## src/rtl/alu_seq_pkg.sv

```systemverilog
// Shared opcode and state types for the sequential ALU.
package alu_seq_pkg;

    typedef enum logic [3:0] {
        OP_ADD  = 4'd0,
        OP_SUB  = 4'd1,
        OP_MUL  = 4'd2,
        OP_DIV  = 4'd3,
        OP_SHL  = 4'd4,
        OP_SHR  = 4'd5,
        OP_ROL  = 4'd6,
        OP_ROR  = 4'd7,
        OP_AND  = 4'd8,
        OP_OR   = 4'd9,
        OP_XOR  = 4'd10,
        OP_NOR  = 4'd11,
        OP_NAND = 4'd12,
        OP_XNOR = 4'd13,
        OP_GT   = 4'd14,
        OP_EQ   = 4'd15
    } op_e;

    typedef enum logic {
        ST_IDLE = 1'b0,
        ST_BUSY = 1'b1
    } state_e;

    function automatic logic is_multicycle(op_e op);
        return (op == OP_MUL) || (op == OP_DIV);
    endfunction

endpackage

```

## src/rtl/alu_seq_muldiv_iter.sv

```systemverilog
// Iterative one-bit-per-cycle multiplier (shift-add) and restoring divider sharing
// one register set. lo/hi present the post-iteration values so the final step and the
// result capture happen on the same edge.
module alu_muldiv_iter
    import alu_seq_pkg::*;
#(
    parameter int unsigned WIDTH = 8
) (
    input  logic             clk,
    input  logic             rst,
    input  logic             start,
    input  logic             is_div,
    input  logic [WIDTH-1:0] a,
    input  logic [WIDTH-1:0] b,
    output logic             done,
    output logic [WIDTH-1:0] lo,
    output logic [WIDTH-1:0] hi
);

    localparam int unsigned CW = $clog2(WIDTH);

    logic [CW-1:0]    cnt_q, cnt_d;
    logic             active_q, active_d;
    logic             is_div_q, is_div_d;
    logic [WIDTH-1:0] hi_q, hi_d;
    logic [WIDTH-1:0] lo_q, lo_d;
    logic [WIDTH-1:0] opnd_q, opnd_d;
    logic [WIDTH:0]   mul_sum;
    logic [WIDTH:0]   div_rs;
    logic             div_ge;

    assign done = active_q && (cnt_q == CW'(WIDTH - 1));
    assign lo   = lo_d;
    assign hi   = hi_d;

    // MUL: hi accumulates, lo holds the multiplier and collects product bits.
    // DIV: hi is the partial remainder, lo shifts the dividend out and quotient bits in.
    always_comb begin
        mul_sum  = {1'b0, hi_q} + (lo_q[0] ? {1'b0, opnd_q} : '0);
        div_rs   = {hi_q, lo_q[WIDTH-1]};
        div_ge   = div_rs >= {1'b0, opnd_q};
        cnt_d    = cnt_q;
        active_d = active_q;
        is_div_d = is_div_q;
        hi_d     = hi_q;
        lo_d     = lo_q;
        opnd_d   = opnd_q;
        if (start) begin
            active_d = 1'b1;
            cnt_d    = '0;
            is_div_d = is_div;
            hi_d     = '0;
            lo_d     = is_div ? a : b;
            opnd_d   = is_div ? b : a;
        end else if (active_q) begin
            cnt_d = cnt_q + 1'b1;
            if (done) begin
                active_d = 1'b0;
            end
            if (is_div_q) begin
                hi_d = div_ge ? (div_rs[WIDTH-1:0] - opnd_q) : div_rs[WIDTH-1:0];
                lo_d = {lo_q[WIDTH-2:0], div_ge};
            end else begin
                hi_d = mul_sum[WIDTH:1];
                lo_d = {mul_sum[0], lo_q[WIDTH-1:1]};
            end
        end
    end

    always_ff @(posedge clk or posedge rst) begin
        if (rst) begin
            cnt_q    <= '0;
            active_q <= 1'b0;
            is_div_q <= 1'b0;
            hi_q     <= '0;
            lo_q     <= '0;
            opnd_q   <= '0;
        end else begin
            cnt_q    <= cnt_d;
            active_q <= active_d;
            is_div_q <= is_div_d;
            hi_q     <= hi_d;
            lo_q     <= lo_d;
            opnd_q   <= opnd_d;
        end
    end

endmodule

```

## src/rtl/alu_seq.sv

```systemverilog
// Sequential ALU with valid/ready handshakes, registered results and status flags.
// Single-cycle ops load on the accept edge; MUL/DIV iterate in alu_muldiv_iter.
module alu_seq
    import alu_seq_pkg::*;
#(
    parameter int unsigned WIDTH = 8
) (
    input  logic             clk,
    input  logic             rst,
    input  logic             in_valid,
    output logic             in_ready,
    input  logic [WIDTH-1:0] a,
    input  logic [WIDTH-1:0] b,
    input  logic [3:0]       op,
    output logic             out_valid,
    input  logic             out_ready,
    output logic [WIDTH-1:0] result,
    output logic [WIDTH-1:0] result_hi,
    output logic             carry,
    output logic             overflow,
    output logic             zero,
    output logic             div_err
);

    localparam int unsigned SHW = $clog2(WIDTH);
    localparam int unsigned MSB = WIDTH - 1;

    state_e           state_q, state_d;
    logic             out_valid_q, out_valid_d;
    logic [WIDTH-1:0] result_q, result_d;
    logic [WIDTH-1:0] result_hi_q, result_hi_d;
    logic             carry_q, carry_d;
    logic             overflow_q, overflow_d;
    logic             zero_q, zero_d;
    logic             div_err_q, div_err_d;

    op_e              op_in;
    logic             accept, xfer, start, div_by_zero;
    logic             md_done;
    logic [WIDTH-1:0] md_lo, md_hi;

    logic [SHW-1:0]   amt, amt_n;
    logic [WIDTH:0]   add_sum;
    logic [WIDTH-1:0] b_neg, sub_res;
    logic [WIDTH-1:0] sc_res, sc_hi;
    logic             sc_c, sc_ov, sc_err;

    assign op_in       = op_e'(op);
    assign in_ready    = !rst && (state_q == ST_IDLE) && (!out_valid_q || out_ready);
    assign accept      = in_valid && in_ready;
    assign xfer        = out_valid_q && out_ready;
    assign div_by_zero = (op_in == OP_DIV) && (b == '0);
    assign start       = accept && is_multicycle(op_in) && !div_by_zero;

    alu_muldiv_iter #(
        .WIDTH(WIDTH)
    ) u_muldiv (
        .clk   (clk),
        .rst   (rst),
        .start (start),
        .is_div(op_in == OP_DIV),
        .a     (a),
        .b     (b),
        .done  (md_done),
        .lo    (md_lo),
        .hi    (md_hi)
    );

    // amt_n == WIDTH-amt mod WIDTH, so a rotate by 0 ORs a with itself.
    always_comb begin
        amt     = b[SHW-1:0];
        amt_n   = -amt;
        add_sum = {1'b0, a} + {1'b0, b};
        b_neg   = ~b + 1'b1;
        sub_res = a + b_neg;
        sc_res  = '0;
        sc_hi   = '0;
        sc_c    = 1'b0;
        sc_ov   = 1'b0;
        sc_err  = 1'b0;
        unique case (op_in)
            OP_ADD: begin
                sc_res = add_sum[WIDTH-1:0];
                sc_c   = add_sum[WIDTH];
                sc_ov  = (a[MSB] == b[MSB]) && (add_sum[MSB] != a[MSB]);
            end
            OP_SUB: begin
                sc_res = sub_res;
                sc_c   = a < b;
                sc_ov  = (a[MSB] == b_neg[MSB]) && (sub_res[MSB] != a[MSB]);
            end
            OP_DIV: begin
                sc_res = '1;
                sc_hi  = a;
                sc_err = 1'b1;
            end
            OP_SHL:  sc_res = a << amt;
            OP_SHR:  sc_res = a >> amt;
            OP_ROL:  sc_res = (a << amt) | (a >> amt_n);
            OP_ROR:  sc_res = (a >> amt) | (a << amt_n);
            OP_AND:  sc_res = a & b;
            OP_OR:   sc_res = a | b;
            OP_XOR:  sc_res = a ^ b;
            OP_NOR:  sc_res = ~(a | b);
            OP_NAND: sc_res = ~(a & b);
            OP_XNOR: sc_res = ~(a ^ b);
            OP_GT:   sc_res = {{(WIDTH - 1){1'b0}}, a > b};
            OP_EQ:   sc_res = {{(WIDTH - 1){1'b0}}, a == b};
            default: ;
        endcase
    end

    always_comb begin
        state_d     = state_q;
        out_valid_d = out_valid_q;
        result_d    = result_q;
        result_hi_d = result_hi_q;
        carry_d     = carry_q;
        overflow_d  = overflow_q;
        zero_d      = zero_q;
        div_err_d   = div_err_q;
        unique case (state_q)
            ST_IDLE: begin
                if (xfer) begin
                    out_valid_d = 1'b0;
                end
                if (accept) begin
                    if (start) begin
                        state_d = ST_BUSY;
                    end else begin
                        out_valid_d = 1'b1;
                        result_d    = sc_res;
                        result_hi_d = sc_hi;
                        carry_d     = sc_c;
                        overflow_d  = sc_ov;
                        zero_d      = (sc_res == '0);
                        div_err_d   = sc_err;
                    end
                end
            end
            ST_BUSY: begin
                if (md_done) begin
                    state_d     = ST_IDLE;
                    out_valid_d = 1'b1;
                    result_d    = md_lo;
                    result_hi_d = md_hi;
                    carry_d     = 1'b0;
                    overflow_d  = 1'b0;
                    zero_d      = (md_lo == '0);
                    div_err_d   = 1'b0;
                end
            end
            default: state_d = ST_IDLE;
        endcase
    end

    always_ff @(posedge clk or posedge rst) begin
        if (rst) begin
            state_q     <= ST_IDLE;
            out_valid_q <= 1'b0;
            result_q    <= '0;
            result_hi_q <= '0;
            carry_q     <= 1'b0;
            overflow_q  <= 1'b0;
            zero_q      <= 1'b0;
            div_err_q   <= 1'b0;
        end else begin
            state_q     <= state_d;
            out_valid_q <= out_valid_d;
            result_q    <= result_d;
            result_hi_q <= result_hi_d;
            carry_q     <= carry_d;
            overflow_q  <= overflow_d;
            zero_q      <= zero_d;
            div_err_q   <= div_err_d;
        end
    end

    assign out_valid = out_valid_q;
    assign result    = result_q;
    assign result_hi = result_hi_q;
    assign carry     = carry_q;
    assign overflow  = overflow_q;
    assign zero      = zero_q;
    assign div_err   = div_err_q;

endmodule

```

## config.mk

```make
export PLATFORM = sky130hd
export DESIGN_NAME = alu_seq
export DESIGN_NICKNAME = d
export VERILOG_FILES = /design/src/rtl/alu_seq_pkg.sv /design/src/rtl/alu_seq_muldiv_iter.sv /design/src/rtl/alu_seq.sv
export SDC_FILE = /design/constraint.sdc
export NUM_CORES = 1
export LEC_CHECK = 0
export ABC_AREA = 1
export CAP_MARGIN = 20
export CORE_ASPECT_RATIO = 0.9
export CORE_MARGIN = 2
export CORE_UTILIZATION = 53
export CTS_BUF_LIST = sky130_fd_sc_hd__clkbuf_8
export CTS_CLUSTER_DIAMETER = 50
export DETAILED_ROUTE_END_ITERATION = 7
export DONT_BUFFER_PORTS = 1
export GPL_ROUTABILITY_DRIVEN = 0
export GPL_TIMING_DRIVEN = 0
export PLACE_DENSITY = 0.68
export RECOVER_POWER = 100
export SLEW_MARGIN = 15
export SYNTH_ARGS = -nofsm -noshare
export SYNTH_HDL_FRONTEND = slang
export SYNTH_SLANG_ARGS = --single-unit
```

## constraint.sdc

```tcl
create_clock -name clk -period 7.1 [get_ports clk]
set_clock_uncertainty 0.15 [all_clocks]
set_input_delay 1.42 -clock clk [delete_from_list [all_inputs] [get_ports clk]]
set_output_delay 1.42 -clock clk [all_outputs]
set_load 0.02 [all_outputs]
```

* Word level (Yosys, flattened, before mapping) *
Index checks and enable logic that the tools add are counted.

cells by class
  order comparisons = 3
  bitwise operators = 10
  mux-type cells = 50
  shifts and indexed selects = 4
  reductions and logical operators = 21
  eq/ne operators = 24
  add/sub/neg operators = 7

operator list
  kind                                           count
  2-to-1 mux 8 bit                               17
  case mux 8 bit (15 select lines)               1
  == test 4 bit, second input constant           8
  NOT 8 bit                                      4
  case mux 8 bit (2 select lines)                2
  logical NOT 8 bit                              3
  bitwise OR 8 bit                               3
  2-to-1 mux 1 bit                               20
  == test 4 x 3 -> 1 bit, second input constant  4
  case mux 1 bit (2 select lines)                8
  left shift 8 x 3 -> 8 bit                      2
  right shift 8 x 3 -> 8 bit                     2
  logical AND 1 bit                              10
  adder 8 x 8 -> 9 bit                           1
  adder 8 x 9 -> 9 bit                           1
  greater-or-equal comparator 9 x 8 -> 1 bit     1
  adder 8 x 1 -> 8 bit, second input constant    1
  adder 8 bit                                    1
  AND 8 bit                                      1
  == test 4 x 2 -> 1 bit, second input constant  2
  == test 8 bit                                  1
  greater-than comparator 8 bit                  1
  less-than comparator 8 bit                     1
  subtractor 8 bit                               1
  16 further kinds                               23

word-level totals
  input port bits = 24
  logic and storage cells = 133
  output and inout bits = 22
  bits in registers = 51

* Logic depth before layout (Yosys ltp) *
  depth after elaboration = 10
  gate-level depth with buffers = 19
  depth with buffers taken out = 19

* By module *
From an unflattened synthesis, not the netlist that was laid out.

unflattened totals
  cell total of the unflattened synthesis = 1094
  area, all modules = 6427.4 um2

by module, submodules not included
  module           sequential area each (um2)  cells each  area an instance (um2)  instances
  alu_seq          550.5                       727         3947.5                  1
  alu_muldiv_iter  725.7                       367         2479.9                  1

* Worst setup path after synthesis *
OpenSTA, ideal clock, no wires.

  path kind = input-to-reg
  start point = in b[0]
  end point = reg zero_q, in the netlist zero
  data arrival time = 3573 ps
  path buffers = 2
  cell stages on the path = 16
  slack = 3299 ps
  data required time = 6873 ps
  library setup time = 77 ps
  path through = inv_2 -> ha_1 -> clkbuf_1 -> inv_1 -> buf_2 -> fa_1 -> inv_1 -> nand3_1 -> nand4_1 -> nor2_1 -> nand3_1 -> nor2_1 -> nand3_1 -> nor2_1 -> nand3_1 -> a21oi_1

on the way
  cells in the longest elaborated chain, start to end = 8
  elaborated cells on any way between the ends = 34
  those cells by class = add/sub: 4; order compare: 1; eq/ne: 2; shift: 4; mux: 7; bitwise: 9; reduce/logical: 7

RTL lines
  element                                                                       line                                       RTL
  start: declaration                                                            alu_seq.sv:13                              input logic [WIDTH-1:0] b,
  NOT 8 bit (tied with other cells)                                             alu_seq.sv:74                              b_neg = ~b + 1'b1;
  adder 8 x 1 -> 8 bit (tied with other cells)                                  alu_seq.sv:74
  adder 8 bit (tied with other cells)                                           alu_seq.sv:75                              sub_res = a + b_neg;
  case mux 8 bit (15 select lines) / logical AND 1 bit (equally long branches)  alu_seq.sv:81, alu_seq.sv:53
  logical NOT 8 bit / 2-to-1 mux 8 bit (equally long branches)                  alu_seq.sv:136, alu_seq_muldiv_iter.sv:48
  2-to-1 mux 1 bit / logical NOT 8 bit (equally long branches)                  alu_seq.sv:128, alu_seq.sv:149
  2-to-1 mux 1 bit (on tied branches)                                           alu_seq.sv:127, alu_seq.sv:142
  case mux 1 bit (2 select lines)                                               alu_seq.sv:122                             unique case (state_q)
  end signal: assignment                                                        alu_seq.sv:174                             zero_q <= zero_d;
  end: declaration                                                              alu_seq.sv:34                              logic zero_q, zero_d;

Parallel ways exist; a longest one is shown, timed or not. The select of a mux whose other input is x is not followed.
A chain may end at the register's enable or synchronous reset.

* Worst setup path after layout *
  start point = in b[2]
  end point = reg zero_q, in the netlist zero

Same word-level chain as after synthesis.

==> run metrics <==
outcome finished, violations left; failing checks capacitance limit, slew limit; n_diodes 0; post-CTS resize count 0; worst reg2reg path depth 13; Vias 6754; residual DRC count 0; Finish-stage setup viols 0; TritonCTS clock tree built; PortBufs 0; CP Class input port to flop; Arr. time, crit path 5.01 ns; Root Driver clkbuf_8; PwrDens 281 nW/um^2; CTS Hold Bufs 0; critical path required time 7.20 ns; post-DP HPWL 16000 um; H-tree Lvls 2; first-pass GRT wire length 32500 um; CP endpoint kind flop; Placement Cell Area 6380 sq um; clk slew on worst S/H paths 0.10 ns; WHS Path Cells 1; total power 1.80 mW; max-slew violations 37; post-route cell area 6410 sq um; DR WL/cell 16.9 um; CTS Sinks 51; Finished Layout Cells 1186; Filler cells 1222; Top FF cell, synth dfrtp_1; Die W 118 um; First-pass DRT Iterations 5; largest net degree at the start of global routing 37; Initial Util 54.1%; placed insts 1178; layout cells sized above 1 3.30%; crit path max fanout 10; post-route ant nets 0; Mapped Cells 1021; vias in the first global route 6280; total CTS buffers 5; commonest non-fill, non-tap cells in the layout nand2_1, nand3_1, inv_1, nor2_1, o21ai_0; global route total overflow 0; EDFF count, synth 0; final net count 1107; Hold WS 0.366 ns; FP Rows 37; syn_area_per_cell 6.04 sq um; initial antenna violation count 0; Startpoint Class input port; Synth cell types 46; post-layout min period 4.91 ns; Core Region 11400 sq um; clk_lat worst skew 0.32 ns; die height 106 um; setup TNS 0 ns; FFs w/ async S/R, synth 100%; flops & latches, synth 51; RSZ-0062 raised after global routing no; fmax 204 MHz; commonest non-fill, non-tap cell in the layout nand2_1; Die Footprint 12500 sq um; WL final 20000 um; Syn Nets 1099; period utilisation layout 69.2%; worst-margin pin slew 1.86 ns; YS warnings 0; Hold WC Path Type flop to flop; clock buffer depth 2; Final Hold Fails 0; Leak 3.41 nW; Mapped Area 6170 sq um; All-Layer GR Usage 32.4%; vias per inst 5.69; max cap viols 1; worst relative slew slack -24.2%; Max VDD drop 110 uV; setup repair bufs after CTS 0; IO Count 46; Area Overhead vs Synth 4.00%; DR iter-0 viols 662; sequential element share of the synthesized area 20.7%
==> Yosys cell counts (2+ instances only) <==
cell type  number  share of area [%]
a21o_1          2               0.24
a21oi_1        33                2.7
a22o_1          3               0.43
a22oi_1         5               0.61
a31oi_1         4               0.41
and2_1          2               0.20
buf_2           9               0.73
buf_6           3               0.55
clkbuf_1       10               0.61
clkinv_1        2               0.12
dfrtp_1        51                 21
fa_1            4                1.3
ha_1           50                 10
inv_1         111                6.8
inv_2           7               0.43
nand2_1       347                 21
nand2_2         2               0.20
nand2_4         3               0.55
nand3_1       115                9.3
nand3_2         2               0.32
nand3b_1        4               0.49
nand4_1        16                1.6
nor2_1         96                5.8
nor2_2          5               0.51
nor2_4          3               0.55
nor3_1          8               0.65
o211ai_1       15                1.8
o21a_1          3               0.37
o21ai_0        73                5.9
o21ai_1         3               0.24
o31ai_1         2               0.24
or2_2           4               0.41
xnor2_1         2               0.28
xor2_1         10                1.4
==> logic make-up (layout without fill, tap and decap cells) <==
kind of cell | after synthesis | after routing | synth area share, %
flip-flops | 51 | 51 | 20.7
adder cells (fa/ha/maj) | 54 | 54 | 11.4
XOR/XNOR | 12 | 12 | 1.70
buffers and inverters | 147 | 156 | 9.90
AND/OR/NAND/NOR | 611 | 611 | 42.9
AO/OA/AOI/OAI | 146 | 146 | 13.3
==> critical path, cell delays in order <==
cell      delay, ns
clkbuf_1       0.30
nor2_1         0.63
clkbuf_1       0.57
nand2_1        0.14
xor2_1         0.16
inv_1          0.05
ha_1           0.33
a21oi_1        0.21
nand3_1        0.10
nand3_1        0.12
nand4_1        0.18
nor2_1         0.34
nand3_1        0.12
nor2_1         0.10
nand3_1        0.09
a21oi_1        0.15
==> metrics by stage <==
step | setup WS (ns) | util [%]
2_1_floorplan | 3.30 | -
3_3_place_gp | 2.38 | 55.9
3_5_place_dp | 2.37 | 56.0
4_1_cts | 2.73 | 57.3
5_1_grt | 1.98 | 56.3
6_report | 2.19 | 56.3
==> area by class of cell <==
class	count	area [sq um]	share of cell area (%)
tap	156	195	3.04
buffer	23	92.6	1.44
inverter	124	489	7.63
timing repair buffer	1	3.75	0.0585
clock buffer	5	68.8	1.07
clock inverter	3	71.3	1.11
sequential	51	1280	19.9
multi-input combinational	823	4220	65.7
==> sequential cells by signal, summed over array words and instances (netlist names) <==
register           cells
result                 8
result_hi              8
u_muldiv.hi_q          8
u_muldiv.lo_q          8
u_muldiv.opnd_q        8
u_muldiv.cnt_q         3
carry                  1
div_err                1
out_valid              1
overflow               1
state_q                1
u_muldiv.active_q      1
u_muldiv.is_div_q      1
zero                   1
==> routing by layer <==
metal  vias up  track usage [%]  routed length [um]
met2       294             52.9                8940
met5         -                0                   0
met1      3056             41.8                8570
li1       3343                -                   -
met4         0             16.7                1030
met3        61             4.94                1480
==> power breakdown <==
part           leakage, nW  internal (mW)  switching (mW)
clock               0.0703          0.143           0.109
sequential           0.652          0.407           0.148
combinational         2.69          0.345           0.649
total                 3.41          0.895           0.905
==> worst paths after layout <==
kind                                   start           endpoint  slack, ns
max                                     b[2]               zero       2.19
min                        u_muldiv.cnt_q[0]  u_muldiv.cnt_q[0]       0.37
max reg2reg                        out_valid       result_hi[5]       3.72
min reg2reg                u_muldiv.cnt_q[0]  u_muldiv.cnt_q[0]       0.37
max in group asynchronous                rst              carry       3.72
min in group asynchronous                rst            state_q       0.91
Note: power is estimated with default switching activity, not from simulation.
